`src/rtl/core_mem_port_pkg.sv`:
```
// core_mem_port_pkg: shared types for the core's bus-side memory port.
//   word           - 32-bit data word
//   ptr            - 30-bit word address
//   mem_port_state - port FSM states
//   mem_port_req   - one pending request {write, addr, data}
package core_mem_port_pkg;

    typedef logic [31:0] word;
    typedef logic [29:0] ptr;

    typedef enum logic [1:0] {
        IDLE,
        CMD,
        RDATA
    } mem_port_state;

    typedef struct packed {
        logic write;
        ptr   addr;
        word  data;
    } mem_port_req;

    localparam logic [1:0] AVL_RESP_OKAY = 2'b00;
    localparam logic [3:0] AVL_BE_ALL    = 4'b1111;

endpackage

```
`src/rtl/core_mem_port_timer.sv`:
```
// core_mem_port_timer: transaction timeout counter and late-read-data discard flag.
// Built only when CORE_MEM_TIMEOUT_EN is defined.
// Ports:
//   clk, rst     - clock, synchronous active-high reset
//   start        - the port is entering CMD this cycle (clears the counter)
//   active       - the port is in CMD or RDATA (counts)
//   read_abort   - a read is being aborted by timeout (sets the discard flag)
//   rdata_valid  - avl_readdatavalid (clears the discard flag)
//   expired      - this cycle is the TIMEOUT_CYCLES-th outstanding cycle
//   discard      - the next read data strobe belongs to an aborted read
`ifdef CORE_MEM_TIMEOUT_EN
module core_mem_port_timer #(
    parameter int unsigned TIMEOUT_CYCLES = 255
) (
    input  logic clk,
    input  logic rst,
    input  logic start,
    input  logic active,
    input  logic read_abort,
    input  logic rdata_valid,
    output logic expired,
    output logic discard
);

    localparam logic [7:0] LAST_COUNT = 8'(TIMEOUT_CYCLES - 1);

    logic [7:0] cnt_q, cnt_d;
    logic       discard_q, discard_d;

    always_comb begin
        cnt_d = cnt_q;
        if (start) begin
            cnt_d = 8'd0;
        end else if (active) begin
            cnt_d = cnt_q + 8'd1;
        end

        // An abort in the same cycle as a stray strobe still leaves data in flight.
        discard_d = discard_q;
        if (rdata_valid) begin
            discard_d = 1'b0;
        end
        if (read_abort) begin
            discard_d = 1'b1;
        end
    end

    // cnt_q is 0 in the first CMD cycle, so the limit is reached in cycle TIMEOUT_CYCLES.
    assign expired = active && (cnt_q == LAST_COUNT);
    assign discard = discard_q;

    always_ff @(posedge clk) begin
        if (rst) begin
            cnt_q     <= 8'd0;
            discard_q <= 1'b0;
        end else begin
            cnt_q     <= cnt_d;
            discard_q <= discard_d;
        end
    end

endmodule
`endif

```
`src/rtl/core_mem_port.sv`:
```
// core_mem_port: runs one word load/store request at a time as an Avalon-MM
// transaction (waitrequest, pipelined read data) and returns a one-cycle
// mem_ready completion pulse.
// Optional feature macro: CORE_MEM_TIMEOUT_EN (transaction timeout + late data discard).
// Ports:
//   clk, rst                  - clock, synchronous active-high reset
//   mem_start                 - request pulse; samples mem_write/mem_addr/mem_data_wr
//   mem_ready, mem_fault      - completion pulse and its error qualifier
//   mem_data_rd               - load data, updated only on load completion
//   avl_*                     - Avalon-MM master (registered command side)
module core_mem_port
    import core_mem_port_pkg::*;
#(
    parameter int unsigned TIMEOUT_CYCLES = 255
) (
    input  logic        clk,
    input  logic        rst,
    input  logic        mem_start,
    input  logic        mem_write,
    input  logic [29:0] mem_addr,
    input  logic [31:0] mem_data_wr,
    output logic        mem_ready,
    output logic [31:0] mem_data_rd,
    output logic        mem_fault,
    output logic [31:0] avl_address,
    output logic        avl_read,
    output logic        avl_write,
    output logic [31:0] avl_writedata,
    output logic [3:0]  avl_byteenable,
    input  logic        avl_waitrequest,
    input  logic [31:0] avl_readdata,
    input  logic        avl_readdatavalid,
    input  logic [1:0]  avl_response
);

    if (TIMEOUT_CYCLES < 1 || TIMEOUT_CYCLES > 255) begin : g_bad_timeout
        $error("core_mem_port: TIMEOUT_CYCLES must be in 1..255");
    end

    mem_port_state state_q, state_d;
    mem_port_req   slot_q, slot_d;
    logic          slot_valid_q, slot_valid_d;
    ptr            addr_q, addr_d;
    word           wdata_q, wdata_d;
    logic          rd_q, rd_d;
    logic          wr_q, wr_d;
    logic          ready_q, ready_d;
    logic          fault_q, fault_d;
    word           rdata_q, rdata_d;

    logic          enter_cmd;
    logic          read_abort;
    logic          timeout;
    logic          discard;

    always_comb begin
        state_d      = state_q;
        slot_d       = slot_q;
        slot_valid_d = slot_valid_q;
        addr_d       = addr_q;
        wdata_d      = wdata_q;
        rd_d         = rd_q;
        wr_d         = wr_q;
        ready_d      = 1'b0;
        fault_d      = 1'b0;
        rdata_d      = rdata_q;
        enter_cmd    = 1'b0;
        read_abort   = 1'b0;

        case (state_q)
            IDLE: begin
                if (slot_valid_q) begin
                    enter_cmd    = 1'b1;
                    addr_d       = slot_q.addr;
                    wdata_d      = slot_q.data;
                    wr_d         = slot_q.write;
                    rd_d         = !slot_q.write;
                    slot_valid_d = 1'b0;
                    state_d      = CMD;
                end
            end
            CMD: begin
                if (!avl_waitrequest) begin
                    rd_d = 1'b0;
                    wr_d = 1'b0;
                    if (wr_q) begin
                        // Write response is taken on command acceptance.
                        ready_d = 1'b1;
                        fault_d = (avl_response != AVL_RESP_OKAY);
                        state_d = IDLE;
                    end else begin
                        state_d = RDATA;
                    end
                end else if (timeout) begin
                    rd_d       = 1'b0;
                    wr_d       = 1'b0;
                    ready_d    = 1'b1;
                    fault_d    = 1'b1;
                    read_abort = rd_q;
                    state_d    = IDLE;
                end
            end
            RDATA: begin
                if (avl_readdatavalid && !discard) begin
                    rdata_d = avl_readdata;
                    ready_d = 1'b1;
                    fault_d = (avl_response != AVL_RESP_OKAY);
                    state_d = IDLE;
                end else if (timeout) begin
                    ready_d    = 1'b1;
                    fault_d    = 1'b1;
                    read_abort = 1'b1;
                    state_d    = IDLE;
                end
            end
            default: begin
                rd_d    = 1'b0;
                wr_d    = 1'b0;
                state_d = IDLE;
            end
        endcase

        // A new request always lands in the slot, even while it is being drained.
        if (mem_start) begin
            slot_d.write = mem_write;
            slot_d.addr  = mem_addr;
            slot_d.data  = mem_data_wr;
            slot_valid_d = 1'b1;
        end
    end

`ifdef CORE_MEM_TIMEOUT_EN
    core_mem_port_timer #(
        .TIMEOUT_CYCLES(TIMEOUT_CYCLES)
    ) u_timer (
        .clk        (clk),
        .rst        (rst),
        .start      (enter_cmd),
        .active     (state_q != IDLE),
        .read_abort (read_abort),
        .rdata_valid(avl_readdatavalid),
        .expired    (timeout),
        .discard    (discard)
    );
`else
    assign timeout = 1'b0;
    assign discard = 1'b0;
`endif

    always_ff @(posedge clk) begin
        if (rst) begin
            state_q      <= IDLE;
            slot_q       <= '0;
            slot_valid_q <= 1'b0;
            addr_q       <= '0;
            wdata_q      <= '0;
            rd_q         <= 1'b0;
            wr_q         <= 1'b0;
            ready_q      <= 1'b0;
            fault_q      <= 1'b0;
            rdata_q      <= '0;
        end else begin
            state_q      <= state_d;
            slot_q       <= slot_d;
            slot_valid_q <= slot_valid_d;
            addr_q       <= addr_d;
            wdata_q      <= wdata_d;
            rd_q         <= rd_d;
            wr_q         <= wr_d;
            ready_q      <= ready_d;
            fault_q      <= fault_d;
            rdata_q      <= rdata_d;
        end
    end

    assign mem_ready      = ready_q;
    assign mem_fault      = fault_q;
    assign mem_data_rd    = rdata_q;
    assign avl_address    = {addr_q, 2'b00};
    assign avl_read       = rd_q;
    assign avl_write      = wr_q;
    assign avl_writedata  = wdata_q;
    assign avl_byteenable = AVL_BE_ALL;

endmodule
```
`config.mk`:
```
export PLATFORM = sky130hd
export DESIGN_NAME = core_mem_port
export DESIGN_NICKNAME = d
export VERILOG_FILES = /design/src/rtl/core_mem_port_pkg.sv /design/src/rtl/core_mem_port_timer.sv /design/src/rtl/core_mem_port.sv
export SDC_FILE = /design/constraint.sdc
export NUM_CORES = 1
export LEC_CHECK = 0
export ABC_AREA = 1
export CAP_MARGIN = 10
export CORE_MARGIN = 10
export CORE_UTILIZATION = 40
export CTS_CLUSTER_DIAMETER = 50
export DETAILED_ROUTE_END_ITERATION = 10
export PLACE_DENSITY = 0.75
export SLEW_MARGIN = 20
export SYNTH_ARGS = -nofsm -noshare
export SYNTH_HDL_FRONTEND = slang
export SYNTH_SLANG_ARGS = --single-unit
export TNS_END_PERCENT = 5
```
`constraint.sdc`:
```
create_clock -name clk -period 1.1 [get_ports clk]
set_input_delay 0.11 -clock clk [delete_from_list [all_inputs] [get_ports clk]]
set_output_delay 0.11 -clock clk [all_outputs]
set_load 0.02 [all_outputs]
```
# After elaboration in Yosys (flattened, before gate mapping)
# Index checks and enable logic that the tools add are counted.
# word_totals
reg_bits	164
in_bits	102
out_inout_bits	104
wordCells	46
# op_classes
eq_ne	5
bitwise_logic	1
muxes	20
reduce_logical	8
# ops
op	n
two-way mux 1 bit	11
two-way mux 2 bit	4
!= test 2 bit, second input constant	3
case mux 1 bit (3 select lines)	2
case mux 2 bit (3 select lines)	1
AND reduction 3 bit	2
case mux 1 bit (2 select lines)	2
AND reduction 2 bit	2
nonzero test 2 bit	2
== test 2 x 1 -> 1 bit, second input constant	1
== test 2 bit, second input constant	1
zero test 2 bit	1
zero test 1 bit	1
inverter 1 bit	1

# Depth between registers and ports, before layout
# depth
depth_word	4
depth_mapped	7

# Worst setup path after synthesis
# OpenSTA, ideal clock, no wires.
# synth_path
path_type	register to register
start	register state_q[0]
end	register addr_q[0]
path_buffers	1
setup_time_ps	116
synth_period_minus_slack_ps	1222
arrival_ps	1106
path_stages_with_launch	8
path_slack_ps	-122
cell_sequence	dfxtp_1 inv_1 ha_1 nand2_4 clkinv_4 buf_6 nor2_1 nor2_1
# synth_between
elab_chain_cells	2
# synth_rtl
item	line	rtl
start: declaration	core_mem_port.sv:40	mem_port_state state_q, state_d;
start signal: assignment	core_mem_port.sv:163	state_q <= state_d;
zero test 2 bit	--	
AND reduction 2 bit (no line)	--	
end signal: assignment	core_mem_port.sv:166	addr_q <= addr_d;
end: declaration	core_mem_port.sv:43	ptr addr_q, addr_d;
# Every way passes these cells.
# A chain may end at the register's enable or synchronous reset.

# Worst setup path after layout
# layout_path
start	register state_q[1]
end	register rdata_q[22], in the netlist mem_data_rd[22]
# layout_between
elab_chain_cells	2
# layout_rtl
item	line	rtl
== test 2 bit	core_mem_port.sv:70	case (state_q)
AND reduction 2 bit (no line)	--	
end signal: assignment	core_mem_port.sv:172	rdata_q <= rdata_d;
end: declaration	core_mem_port.sv:49	word rdata_q, rdata_d;
# Every way passes these cells.

==> metrics.yaml <==
sta:
  fin_crit_ns: 1.20
  rsz0062_at_grt: "true"
  clock_skew_ns: 0.00625
  final_hold_viol_count: 0
  setup_tns_ns: -6.80
  setup_violations: 98
  fin_ws_ns: -0.0962
  slew_violations: 0
  fmax_mhz: 836
  finalCritPeriodShare_pct: 109
min_path:
  hp-class: "primary input to flip-flop"
  min_path_cells: 5
job:
  drv_cap: 0
floorplan:
  start_util_pct: 41.3
  ios: 206
  fp.dieH_um: 140
  core_area_um2: 14000
  placementRows: 43
  dieArea_um2: 19700
  die_x_um: 140
detailed_routing:
  wl_per_cell_um: 15.5
  detail_route.first_pass.iterations: 10
  via_count: 5213
  totalWireLength_um: 17500
  ant_nets: 0
  drtIter0Drc: 335
  routed_via_density: 4.61
  post-route-drc-count: 0
placed_design:
  portBuffers: 199
  hpwl_um: 11500
  place_congestion: 0.781
global_routing:
  grt_util_all_layers_pct: 16.5
  grt_max_degree: 69
  antenna_found_initial: 0
  grt_pass1_vias: 4855
  grt_pass1_wl_um: 26400
  grt.overflow.total: 0
critical_path:
  r2r_setup_slack_ns: -0.1
  crit_top_cell: "nor2_1"
  critPathCaptureType: "flip-flop"
  r2r_cells: 7
  cp_data_required_time_ns: 1.41
  crit_path_top_delay_cell: "dfxtp_2"
  cp-start-kind: "flip-flop"
  crit_type: "flip-flop to flip-flop"
  worstPathArrival_ns: 1.50
  worst_path_largest_cell_delay_ns: 0.32
  path_cells: "buf_4 -> ha_4 -> nand2_4 -> inv_6 -> buf_12 -> nor2_1 -> nor2_1"
  crit_fanout: 16
clock_network:
  cts_root_buffer: "clkbuf_16"
  cts_max_path_buffers: 2
  cts_max_level: 4
  cts_buffers: 17
  clk_pin_slew_ns: 0.06
  cts_sinks: 164
  cts_tree: "yes"
  clk_latency_ns: 0.42
logic_synthesis:
  syn_inst: 740
  syn-mean-instance-area_um2: 7.84
  yosys_warnings: 0
  netlist_area_um2: 5800
  synth_seq_cells: 164
  ys_types: 19
  synth.yosys.seq_area_share_pct: 56.6
power_and_ir_drop:
  peakVddDrop_v: 0.00117
  p_per_area_nw_per_um2: 2310
  leakage_uw: 0.00378
finish:
  post-route-util_pct: 61.4
  layout_common_cells: "nor2_1 (291), dfxtp_1 (160), clkdlybuf4s50_1 (100), o21ai_0 (88), buf_2 (87)"
  drive_above_1_share_pct: 24.1
  area_growth_pct: 48.7
  antennaDiodeCount: 0
  layout.cells.most_common: "nor2_1"
  layout.nets: 1044
status:
  failed_checks: "negative setup slack"
  status: "complete, but fails checks"
[cell families (layout without fill, tap and decap cells)]
family	Yosys count	in the layout	synth area share (%)
and+or+nand+nor	344	344	22.5
DFF	164	164	56.6
AOI/OAI and AO/OA	159	159	13.7
buffers and inverters	68	274	6.36
adders and majority gates	3	3	0.647
other	2	6	0.129
[area by class of cell]
cell class	count	area, um2
fillers	1280	5420
repair buffers	230	2020
flip-flops and latches	164	3290
inverters	14	77.6
clock inverters	10	158
multi-input cells	512	2410
clock buffers	20	447
well taps	180	225
[through the flow]
stage / setup WS (ns) / total power [uW] / std cells / hold slack (ns) / cell area, um2
finish: -0.0962 / 19900 / 1130 / 0.239 / 8620
global route: -0.171 / 20900 / 1130 / 0.263 / 8620
CTS: -0.117 / 19500 / 1127 / 0.224 / 8400
detailed placement: -0.196 / 13400 / 1089 / 0.470 / 8030
global placement: -0.185 / 13300 / 1089 / 0.461 / 8030
floorplan: 0.000748 / 10700 / 744 / 0.179 / 5840
[registers in the layout, indices dropped and copies added (netlist names)]
signal / count
avl_read: 1
slot_valid_q: 1
mem_fault: 1
state_q: 2
mem_ready: 1
slot_q: 63
avl_write: 1
addr_q: 30
mem_data_rd: 32
avl_writedata: 32
[layer usage]
metal	vias to the layer above	GRT usage, %	wire length [um]
li1	2743	-	-
met5	-	0	0
met2	125	27.4	8600
met4	0	6.09	257
met1	2328	19.4	7620
met3	17	5.44	1060
[what timing repair did]
item                                    CTS  global route
pin swaps                                 3             2
hold buffers                              0             0
setup buffers                             7             0
resized for setup                       476            66
cloned                                    3             4
endpoints found under the setup margin  196           110
[worst max-delay path: cells and delay by family (launching register included)]
kind | cells | cell delay, ns
buffers and inverters | 3 | 0.33
AND/OR/NAND/NOR | 3 | 0.26
flip-flops | 1 | 0.32
adder cells (fa/ha/maj) | 1 | 0.17
[worst paths after layout]
path	startpoint	end
worst max-delay path	state_q[1]	mem_data_rd[22]
worst min-delay path	mem_start	slot_q[48]
worst min register to register	addr_q[23]	addr_q[23]
worst max register to register	state_q[1]	mem_data_rd[22]
[synthesized netlist by cell type, drive strengths merged]
cell / instances / area share [%]
a21oi: 2 / 0.17
buf: 27 / 3.4
clkbuf: 27 / 2.0
clkinv: 1 / 0.15
conb: 2 / 0.13
dfxtp: 164 / 57
ha: 3 / 0.65
inv: 13 / 0.84
nand2: 15 / 1.1
nand3: 3 / 0.26
nand3b: 1 / 0.13
nor2: 325 / 21
o21ai: 157 / 14
[where the power goes]
part / leakage, uW / switching [uW] / internal, uW
combinational: 0.00214 / 3660 / 2720
sequential: 0.00135 / 497 / 6900
clock: 0.000288 / 2290 / 3820
(Power assumes the default switching activity.)
